===== config.mk =====
export PLATFORM = sky130hd
export DESIGN_NAME = serial_adder
export DESIGN_NICKNAME = d
export VERILOG_FILES = /design/src/rtl/serial_adder.sv
export SDC_FILE = /design/constraint.sdc
export NUM_CORES = 1
export LEC_CHECK = 0
export CORE_UTILIZATION = 45
export DETAILED_ROUTE_END_ITERATION = 10
export PLACE_DENSITY = 0.74
export RECOVER_POWER = 25
export REMOVE_ABC_BUFFERS = 1
export SYNTH_ARGS = -nofsm -noshare
export SYNTH_HDL_FRONTEND = slang
export SYNTH_SLANG_ARGS = --single-unit

===== constraint.sdc =====
create_clock -name clk -period 1.4 [get_ports clk]
set_input_delay 0.14 -clock clk [delete_from_list [all_inputs] [get_ports clk]]
set_output_delay 0.14 -clock clk [all_outputs]
set_load 0.01 [all_outputs]

===== src/rtl/serial_adder.sv =====
// serial_adder: bit-serial ripple adder.
// Adds two WIDTH-bit operands LSB-first, one bit per clock, through a single
// one-bit add cell and a carry flip-flop. A start/done handshake frames each
// operation: IDLE -> SHIFT (WIDTH cycles) -> DONE (one cycle) -> IDLE.
// Sum/Carry are registered and change only when DONE is entered or on reset.

module serial_adder #(
    parameter int WIDTH = 8
) (
    input  logic             clk,
    input  logic             rst,
    input  logic             start,
    input  logic [WIDTH-1:0] A,
    input  logic [WIDTH-1:0] B,
    output logic             busy,
    output logic             done,
    output logic [WIDTH-1:0] Sum,
    output logic             Carry
);

    // The bit counter only needs to reach WIDTH-1; keep at least one bit so
    // the WIDTH=1 case still has a legal vector.
    localparam int CNT_W = (WIDTH > 1) ? $clog2(WIDTH) : 1;
    localparam logic [CNT_W-1:0] LAST_BIT = CNT_W'(WIDTH - 1);

    typedef enum logic [1:0] {
        IDLE  = 2'd0,
        SHIFT = 2'd1,
        DONE  = 2'd2
    } state_t;

    state_t           state_q;
    logic [WIDTH-1:0] sh_a_q;
    logic [WIDTH-1:0] sh_b_q;
    logic [WIDTH-1:0] acc_q;
    logic [CNT_W-1:0] cnt_q;
    logic             c_q;
    logic             busy_q;
    logic             done_q;
    logic [WIDTH-1:0] sum_q;
    logic             carry_q;

    logic             s_d;
    logic             c_d;
    logic [WIDTH-1:0] acc_d;

    // One-bit add cell: sum bit, next carry and the accumulator with the new
    // sum bit shifted in at the MSB.
    always_comb begin
        // NOTE: every signal driven here gets a value on every path, so no
        // latch can be inferred.
        s_d   = sh_a_q[0] ^ sh_b_q[0] ^ c_q;
        c_d   = (sh_a_q[0] & sh_b_q[0]) | (sh_a_q[0] & c_q) | (sh_b_q[0] & c_q);
        acc_d = (acc_q >> 1) | (WIDTH'(s_d) << (WIDTH - 1));
    end

    // Control FSM and datapath registers. The result is latched from the
    // next-state accumulator/carry on the edge that enters DONE, so the final
    // bit is included without an extra cycle.
    always_ff @(posedge clk) begin
        // NOTE: state is updated with non-blocking assignments so every
        // register samples the pre-edge values, like real flip-flops.
        if (rst) begin
            state_q <= IDLE;
            sh_a_q  <= '0;
            sh_b_q  <= '0;
            acc_q   <= '0;
            cnt_q   <= '0;
            c_q     <= 1'b0;
            busy_q  <= 1'b0;
            done_q  <= 1'b0;
            sum_q   <= '0;
            carry_q <= 1'b0;
        end else begin
            case (state_q)
                IDLE: begin
                    done_q <= 1'b0;
                    if (start) begin
                        sh_a_q  <= A;
                        sh_b_q  <= B;
                        c_q     <= 1'b0;
                        cnt_q   <= '0;
                        acc_q   <= '0;
                        busy_q  <= 1'b1;
                        state_q <= SHIFT;
                    end
                end
                SHIFT: begin
                    c_q    <= c_d;
                    sh_a_q <= sh_a_q >> 1;
                    sh_b_q <= sh_b_q >> 1;
                    acc_q  <= acc_d;
                    cnt_q  <= cnt_q + 1'b1;
                    if (cnt_q == LAST_BIT) begin
                        sum_q   <= acc_d;
                        carry_q <= c_d;
                        busy_q  <= 1'b0;
                        done_q  <= 1'b1;
                        state_q <= DONE;
                    end
                end
                DONE: begin
                    done_q  <= 1'b0;
                    state_q <= IDLE;
                end
                default: begin
                    busy_q  <= 1'b0;
                    done_q  <= 1'b0;
                    state_q <= IDLE;
                end
            endcase
        end
    end

    assign busy  = busy_q;
    assign done  = done_q;
    assign Sum   = sum_q;
    assign Carry = carry_q;

endmodule


# == Yosys cells after proc, flatten, opt, wreduce, memory -nomap -nowiden ==
# Cells that the tools add are included.
# totals
ff_bits,41
input_bits,19
output_inout_bits,11
# classes
addsub,1
n_eq_ne,5
muxes,16
bitwise_logic,10
n_reduce_logical,7
# ops
op,count
8-bit case mux with 2 select lines,3
8-bit two-way mux,3
7-bit by 8-bit bitwise OR with 8-bit output,1
3-bit case mux with 2 select lines,1
2-bit AND reduction,3
2-bit two-way mux,2
2-bit != test (second input constant),2
2-bit case mux with 2 select lines,1
3-bit by 1-bit adder with 3-bit output (second input constant),1
1-bit AND,3
3-bit == test (second input constant),1
1-bit two-way mux,3
3-bit two-way mux,1
1-bit case mux with 3 select lines,1
3-bit AND reduction,1
2-bit by 1-bit == test with 1-bit output (second input constant),1
2-bit == test (second input constant),1
2-bit logical NOT,1
1-bit NOT,2
1-bit bitwise OR,2
1-bit case mux with 2 select lines,1
2-bit nonzero test,1
2-bit OR reduction,1
1-bit XOR,2

# == Depth between registers and ports, before layout ==
# Gate-level depths: netlist of the first run.
# logic_depth
word_depth,4
mapped_depth,6
mapped_depth_nobuf,5

# == Least setup slack after synthesis of the first run ==
# OpenSTA, ideal clock, no wires.
# synth_path
path_kind,reg-to-reg
from,register cnt_q[0]
to,register carry_q (netlist: Carry)
setup_ns,0.128
arrival_ns,1.220
required_ns,1.272
setup_slack_ns,0.052
path_stages_with_launch,7
n_path_buf,1
cell_sequence,dfxtp_1 ha_1 ha_1 nand3b_1 buf_2 mux2i_1 nor2_1
# synth_between
elab_chain_len,2
# synth_lines
element,line,source
start: declaration,36,logic [CNT_W-1:0] cnt_q;
start signal: assignment,93,cnt_q <= cnt_q + 1'b1;
3-bit == test,94,if (cnt_q == LAST_BIT) begin
2-bit AND reduction (no line),-,
end signal: assignment,73,carry_q <= 1'b0;
end signal: assignment,96,carry_q <= c_d;
end: declaration,41,logic carry_q;
# Every way passes these cells.
# A chain may end at the register's enable or synchronous reset.

# == Worst setup path in the final report of the first run ==
# layout_path
from,register cnt_q[1]
to,register sum_q[4] (netlist: Sum[4])
# layout_between
elab_chain_len,2
# layout_lines
element,line,source
3-bit == test,94,
2-bit AND reduction (no line),-,
end signal: assignment,72,sum_q <= '0;
end signal: assignment,95,sum_q <= acc_d;
end: declaration,40,logic [WIDTH-1:0] sum_q;
# Every way passes these cells.

==> impl_metrics.py, run 1 <==
metrics = {
    "worst_setup_path": {
        "worst-endpoint-required_ns": 1.65,
        "crit_path_start_kind": "flop",
        "r2r_cells": 6,
        "crit_path_end_kind": "flop",
        "worstPathMaxFanout": 4,
        "path_class": "flop to flop",
        "cp.arrival_ns": 1.64,
    },
    "sta": {
        "fin_hold_ws_ns": 0.352,
        "fin_setup_tns_ns": 0,
        "grt_setup_unrepaired": "true",
        "skew_ns": 0.00409,
        "setup_slack_ns": 0.00890,
        "setup_viol": 0,
        "max_freq_ghz": 0.719,
        "worst-slew-pin-transition_ns": 0.403,
        "timing.final.crit_period_ns": 1.39,
        "slew_viol_final": 0,
        "fin_crit_sh_pct": 99.4,
        "slew_headroom_pct": 73.1,
        "final-hold-violation-count": 0,
    },
    "clocking": {
        "clkSlewWorstSetupHoldPaths_ns": 0.12,
        "cts.htree.levels": 2,
        "cts_hold_buf": 0,
        "cts_made_buffers": 5,
        "clk_latency_ns": 0.35,
        "cts_root_buf": "clkbuf_4",
        "cts.sinks": 40,
        "cts_tree": "yes",
        "cts_buffer_depth": 2,
    },
    "worst_hold_path": {
        "whs_path_depth": 3,
        "hold_path_class": "input port to flop",
    },
    "global_routing": {
        "antenna_found_initial": 0,
        "met2_usage_pct": 31.4,
        "track_usage_pct": 18.6,
        "grt_pass1_vias": 1187,
        "top_usage_layer": "met2",
        "grt_overflow_total": 0,
        "grt_pass1_wl_mm": 5.01,
        "use_met1_pct": 22.0,
        "grt_max_degree": 31,
        "gr-usage-met3_pct": 7.04,
    },
    "synth": {
        "yosys-top-cells-area": "dfxtp_1 (52%), a311oi_1 (7.9%), nand2_1 (6.8%)",
        "syn_area_sq_um": 1550,
        "synth_seq_area_share_pct": 51.6,
        "yosysWarnings": 0,
        "synth_area_leader_cell": "dfxtp_1",
        "synth_top_cell_area_share_pct": 51.6,
        "synth_cell_types": 25,
        "synth_cells": 164,
        "synth-seq-cells": 40,
        "syn_area_per_cell_sq_um": 9.47,
    },
    "route": {
        "num_vias": 1253,
        "routed_via_density": 5.09,
        "drtIter0Drc": 32,
        "wire_per_inst_um": 12.1,
        "dr.pass1.iters": 4,
        "drc": 0,
        "ant_nets": 0,
        "wl_mm": 2.98,
    },
    "floorplanning": {
        "die_h_um": 60.7,
        "initial_core_util_pct": 49.2,
        "pin_count": 30,
        "fp.dieW_um": 60.7,
        "dieArea_sq_um": 3690,
        "core_area_sq_um": 3150,
        "placementRows": 20,
    },
    "power_and_ir_drop": {
        "p_leak_nw": 0.869,
        "power_density_nw_per_um2": 1050,
        "peakVddDrop_mv": 0.676,
    },
    "placed_design": {
        "place_ws_ns": -0.0602,
        "gp_congestion": 0.707,
        "port_buffers": 29,
        "place_hpwl_mm": 2.05,
    },
    "layout": {
        "layout_common_cells": "dfxtp_1 (37), nand2_1 (28), nor2_1 (25)",
        "layout-drive-gt1-share_pct": 14.9,
        "fin_nets": 223,
        "final_common_cell": "dfxtp_1",
        "antennaDiodeCount": 0,
        "syn2layout_area_growth_pct": 34.3,
    },
    "run": {
        "drv_cap": 0,
    },
    "status": {
        "status": "complete, no violations",
    },
}
## per-layer routing
layer	part of all wire [%]	up-vias
met5	0	-
met4	0.97	0
met3	5.0	4
met2	49	30
met1	45	573
li1	-	646
## stage by stage
step | utilization (%) | std cells | power [mW] | area [sq um]
floorplan | - | 152 | 1.34 | 1490
finish | 66.2 | 246 | 2.19 | 2090
detailed placement | 61.2 | 234 | 1.46 | 1930
global route | 66.2 | 246 | 2.29 | 2090
global placement | 61.2 | 234 | 1.45 | 1930
CTS | 63.8 | 242 | 2.20 | 2010
## synthesized netlist by cell type (all sizes together)
cell type,instances
a22o,10
nand2,28
dfxtp,40
buf,9
mux2i,10
nand2b,2
nor2,27
fa,1
a21oi,3
o21ai,2
mux2,1
nor3,2
inv,2
ha,2
o21a,1
nand3b,3
o21ba,1
clkbuf,3
o21bai,1
nand3,1
nor2b,1
a311oi,14
## worst max-delay path, stage by stage (launching register included)
cell	delay [ns]
dfxtp_2	0.35
ha_4	0.16
ha_4	0.15
nand3b_1	0.21
clkbuf_16	0.20
mux2i_1	0.17
nor2_1	0.05
## path summary, 6_finish.rpt
path	slack, ns	start	endpoint
setup / recovery	0.009	cnt_q[1]	Sum[4]
hold / removal	0.35	A[3]	sh_a_q[3]
hold reg to reg	0.49	sh_b_q[2]	sh_b_q[2]
setup reg to reg	0.009	cnt_q[1]	Sum[4]
## registers in the layout (all words and copies together), names as in the netlist, 2 cells and up
| register | cells |
|---|---|
| state_q | 2 |
| cnt_q | 3 |
| sh_a_q | 8 |
| acc_q | 7 |
| Sum | 8 |
| sh_b_q | 8 |
## cell type report
cell class | instances | area, sq um
inverter | 2 | 7.51
clock inverter | 3 | 42.5
fill | 273 | 1070
sequential | 40 | 805
tap | 44 | 55.1
timing repair buffer | 42 | 429
multi-input combinational | 110 | 709
clock buffer | 5 | 37.5
## timing repair
item / CTS / global route
buffers inserted: 0 / 3
pin swaps: 0 / 1
gates resized for setup: 4 / 16
endpoints found under the setup margin: 5 / 26
gates cloned: 0 / 1
hold endpoints to repair: 0 / 0
## report_power, final
part / switching [mW] / total, mW / internal (mW) / leakage, nW
logic: 0.104 / 0.226 / 0.122 / 0.500
registers: 0.0298 / 1.21 / 1.18 / 0.328
clock network: 0.375 / 0.747 / 0.372 / 0.0412
total: 0.508 / 2.19 / 1.68 / 0.869
## cells by family (layout without fill, tap and decap cells)
logic type / after synthesis / count (layout) / share of synthesized area (%)
compound gates: 32 / 32 / 16.8
simple gates: 64 / 64 / 17.1
fa+ha+maj: 3 / 3 / 2.90
mux: 11 / 11 / 7.17
flops: 40 / 40 / 51.6
buf+inv: 14 / 52 / 4.51
Note: power is estimated with default switching activity, not from simulation.
==> run 2, diff against run 1 <==
Settings changed: ABC_AREA set to 0, CORE_MARGIN set to 2, CORE_UTILIZATION 45 to 50, DONT_BUFFER_PORTS set to 1, PLACE_DENSITY 0.74 to 0.68.
==> impl_metrics.py, run 2 (synthesis results as in run 1) <==
metrics = {
    "status": {
        "status": "complete, but fails checks",
        "violations": "negative hold slack, negative setup slack",
    },
    "route": {
        "dr.pass1.iters": 4,
        "drtIter0Drc": 37,
        "wire_per_inst_um": 13.9,
        "drc": 0,
        "wl_met1_mm": 1.24,
        "route.met3.wl_um": 158,
        "top_layer": "met4",
        "ant_nets": 0,
        "num_vias": 1140,
        "routed_via_density": 5.67,
        "wl_mm": 2.80,
        "met2_length_mm": 1.38,
    },
    "layout": {
        "final_util_pct": 57.6,
        "layout_common_cells": "dfxtp_1 (37), nand2_1 (28), nor2_1 (25)",
        "seqCellArea_sq_um": 805,
        "antennaDiodeCount": 0,
        "layout-drive-gt1-share_pct": 14.3,
        "multiInputGateArea_sq_um": 712,
        "syn2layout_area_growth_pct": 11.4,
        "fillCellCount": 277,
        "final_common_cell": "dfxtp_1",
        "fin_nets": 189,
    },
    "sta": {
        "final-hold-violation-count": 29,
        "fin_crit_sh_pct": 104,
        "setup_slack_ns": -0.0498,
        "slew_headroom_pct": 71.6,
        "worst-slew-pin-transition_ns": 0.425,
        "skew_ns": 0.00764,
        "slew_viol_final": 0,
        "setup_viol": 1,
        "fin_setup_tns_ns": -0.0498,
        "fin_hold_ws_ns": -0.141,
        "max_freq_ghz": 0.690,
        "grt_setup_unrepaired": "true",
        "timing.final.crit_period_ns": 1.45,
    },
    "clocking": {
        "cts_made_buffers": 5,
        "cts.htree.levels": 2,
        "cts_root_buf": "clkbuf_4",
        "clkSlewWorstSetupHoldPaths_ns": 0.11,
        "cts_buffer_depth": 2,
        "cts.sinks": 40,
        "clk_latency_ns": 0.33,
        "post_cts_buffers": 0,
        "cts_tree": "yes",
    },
    "floorplanning": {
        "die_h_um": 59.7,
        "fp.dieW_um": 59.7,
        "core_area_sq_um": 3000,
        "dieArea_sq_um": 3570,
        "initial_core_util_pct": 51.7,
        "placementRows": 20,
        "pin_count": 30,
    },
    "worst_hold_path": {
        "hold_path_class": "input port to flop",
    },
    "worst_setup_path": {
        "worstPathMaxFanout": 4,
        "path_common_cell": "ha_4",
        "reg2reg_slack_ns": -0.05,
        "worst-endpoint-required_ns": 1.63,
        "crit_path_start_kind": "flop",
        "critical_path.cell_chain": "ha_4 -> ha_4 -> nand3b_1 -> clkbuf_16 -> mux2i_1 -> nor2_1",
        "max_stage_delay_ns": 0.36,
        "crit_path_end_kind": "flop",
        "path_class": "flop to flop",
        "crit_path_top_delay_cell": "dfxtp_2",
        "cp.arrival_ns": 1.68,
    },
    "placed_design": {
        "port_buffers": 0,
        "place_hpwl_mm": 1.78,
        "gp_congestion": 0.683,
        "place_ws_ns": -0.00409,
    },
    "global_routing": {
        "track_usage_pct": 17.4,
        "antenna_found_initial": 0,
        "grt_pass1_wl_mm": 4.55,
        "grt_pass1_vias": 1065,
        "grt_max_degree": 32,
        "grt_overflow_total": 0,
    },
    "power_and_ir_drop": {
        "switching_share_pct": 22.9,
        "pwr-share-comb_pct": 7.8,
        "seq_power_share_pct": 62.3,
        "p_switching_uw": 447,
        "p_clk_share_pct": 29.9,
        "p_leak_nw": 0.728,
        "power_density_nw_per_um2": 1130,
        "power.internal_mw": 1.50,
        "peakVddDrop_mv": 0.634,
    },
    "run": {
        "drv_cap": 0,
    },
}
## run 2: power by group through the flow
stage	sequential, mW	combinational, mW	clock [mW]
after floorplan	1.23	0.106	0
after CTS	1.21	0.150	0.614
final	1.21	0.151	0.584
after global routing	1.22	0.175	0.679
after detailed placement	1.24	0.149	0
after global placement	1.24	0.143	0
## run 2: layer usage
| metal | vias up | GRT usage [%] |
|---|---|---|
| met5 | - | 0 |
| met4 | 0 | 5.71 |
| met3 | 4 | 8.01 |
| met2 | 29 | 29.2 |
| met1 | 529 | 19.3 |
| li1 | 578 | - |
## run 2: through the flow
stage / cells / cell area [sq um] / power, mW
floorplan: 152 / 1490 / 1.34
finish: 201 / 1730 / 1.95
global route: 201 / 1730 / 2.08
detailed placement: 192 / 1610 / 1.39
CTS: 200 / 1670 / 1.98
global placement: 192 / 1610 / 1.38
## run 2: path summary, 6_finish.rpt
path / cells past startpoint / startpoint / to
setup / recovery: 6 / cnt_q[0] / Sum[3]
hold / removal: 1 / rst / state_q[1]
hold reg to reg: 1 / state_q[1] / state_q[0]
setup reg to reg: 6 / cnt_q[0] / Sum[3]
## run 2: critical path, delay by kind of cell (launching register included)
family        cells  cell delay [ns]
mux               1             0.21
buf+inv           1             0.19
flops             1             0.36
fa+ha+maj         2             0.31
simple gates      2             0.26
## run 2: what timing repair did
action / 4_1_cts / 5_1_grt
resized for setup: 1 / 9
pin swaps: 0 / 2
cloned: 0 / 1
endpoints found under the hold margin: 29 / 29
setup endpoints to repair: 11 / 20
## run 2: area by class of cell
type | instances | share of cell area, %
inverter | 2 | 0.434
multi-input combinational | 110 | 41.1
tap | 33 | 2.39
sequential | 40 | 46.5
clock buffer | 8 | 3.40
timing repair buffer | 8 | 6.15
==> variant (config.mk and constraints of run 2) <==
Make the reset (`rst`) asynchronous in one clocked block.
--- a/src/rtl/serial_adder.sv
+++ b/src/rtl/serial_adder.sv
@@ -57,7 +57,7 @@
     // Control FSM and datapath registers. The result is latched from the
     // next-state accumulator/carry on the edge that enters DONE, so the final
     // bit is included without an extra cycle.
-    always_ff @(posedge clk) begin
+    always_ff @(posedge clk or posedge rst) begin
         // NOTE: state is updated with non-blocking assignments so every
         // register samples the pre-edge values, like real flip-flops.
         if (rst) begin
Behaviour: differs if rst is asserted again (counterexample within 4 cycles, from zero or initial values and one cycle with rst high); with rst held inactive, the same outputs for 10 cycles.
==> variant against run 2 <==
  * Utilization increased by 1.6 points
  * Cell area is 15% higher
  * Sequential cell count is the same
  * Worst setup slack better by 0.096 ns
  * Synthesized cell count is 3.7% lower
  * Synthesized area increased by 13%
  * Wire length is 22% higher
  * First-iteration DRC count up 65%
  * Critical path type unchanged
Power is not compared: it rests on default switching activity, and its combinational part moved more than twofold at a synthesized area within 25%.
==> variant: results (changes against run 2) <==
status: completed
Iteration-0 DRC Markers: 61 (+65%)
clock-pin transition on the worst setup and hold timing paths: 0.13 ns (+0.02 ns)
Routed WL: 3410 microns (+22%)
clock skew: 0.00982 ns (+0.00218 ns)
Synth Area in Adders: 2.56% (-0.34 points)
Hold EP: sh_a_q[2]$_DFFE_PP0P_
CP endpoint: Sum[2]$_DFFE_PP0P_
crit path DAT: 1.61 ns (-0.07 ns)
WHS: 0.00840 ns (+0.149 ns)
compound-cell area share of the yosys netlist: 12.1% (-4.7 points)
Area after DPL: 1810 sq um (+13%)
CP Max Fanout: 5 (+1)
Met2 Wirelength: 1590 microns (+15%)
Synth top cells by count: nor3_1, dfrtp_1, o22ai_1
postcts setup bufs: 1 (+1)
sequential area share after synthesis: 56.9% (+5.4 points)
slowest stage delay, CP: 0.40 ns (+0.04 ns)
hold wc startpoint: start
share of cells above drive strength 1: 15.3% (+1.0 points)
slowest CP cell: dfrtp_1
met3 WL: 156 microns (-1.3%)
top cells by area, synth: dfrtp_1, nor3_1, mux2_1, a22o_1, o22ai_1
Slew @ Worst Pin: 0.959 ns (+0.533 ns)
RePlAce Congestion: 0.735 (+7.5%)
Metal-1 WL: 1590 microns (+28%)
largest net degree at the start of global routing: 41 (+28%)
Most used DFF post-synth: dfrtp_1
global-route wire length before repair: 6090 microns (+34%)
met1 Use GR: 26.7% (+7.3 points)
clk_lat worst skew: 0.36 ns (+0.03 ns)
reg-to-reg slack, setup: 0.05 ns (+0.10 ns)
Final #Nets: 191 (+1.1%)
final core utilization: 59.3% (+1.6 points)
worst hold path depth: 2 (+1)
routed vias/inst: 5.85 (+3.1%)
Port Buffers: 0 (unchanged)
Async SR Flop Fraction: 100% (+100 points)
mux contribution to synthesized area: 6.33% (-0.84 points)
overall routing resource usage: 19.9% (+2.5 points)
GRT met2 Usage: 29.0% (-0.20 points)
post-place setup slack: -0.0248 ns (-0.0207 ns)
worst r2r path cells: 4 (-2)
Max Clock Freq: 739 MHz (+7.1%)
post-synthesis cell type count: 20 (-20%)
grt met3 use: 6.61% (-1.4 points)
Avg Inst Size Synth: 11.1 sq um (+18%)
non-filler cells, final: 216 (+7.5%)
Reg-to-Reg Start: cnt_q[0]$_DFFE_PP0P_
dpl hpwl: 2180 microns (+22%)
-- variant: cell types whose count changed in the layout (fill, tap and decap cells not counted), moves of 9 or more --
cell,delta
dfxtp_1,-37
dfrtp_1,+40
mux2_1,+9
o22ai_1,+14
nor2_1,-19
nor3_1,+40
mux2i_1,-9
a311oi_1,-14
nand2_1,-24
-- variant: area by class of cell --
type	count	area (sq um)
Fill cell	309	1370
Inverter	4	15.0
Multi-Input combinational cell	102	693
Clock buffer	5	37.5
Sequential cell	40	1000
Tap cell	46	57.6
Clock inverter	3	46.3
Timing Repair Buffer	16	143
-- variant: through the flow --
| step | setup TNS (ns) | power, mW |
|---|---|---|
| floorplan | -9.14 | 3.11 |
| global placement | 0 | 3.51 |
| detailed placement | -0.166 | 3.62 |
| CTS | 0 | 4.45 |
| global route | 0 | 4.86 |
| finish | 0 | 4.48 |
-- variant: worst register-to-register path, cell delays in order (launching register included) --
cell     delay (ns)
dfrtp_1        0.40
ha_1           0.23
ha_4           0.19
nand2_4        0.11
mux2_1         0.32
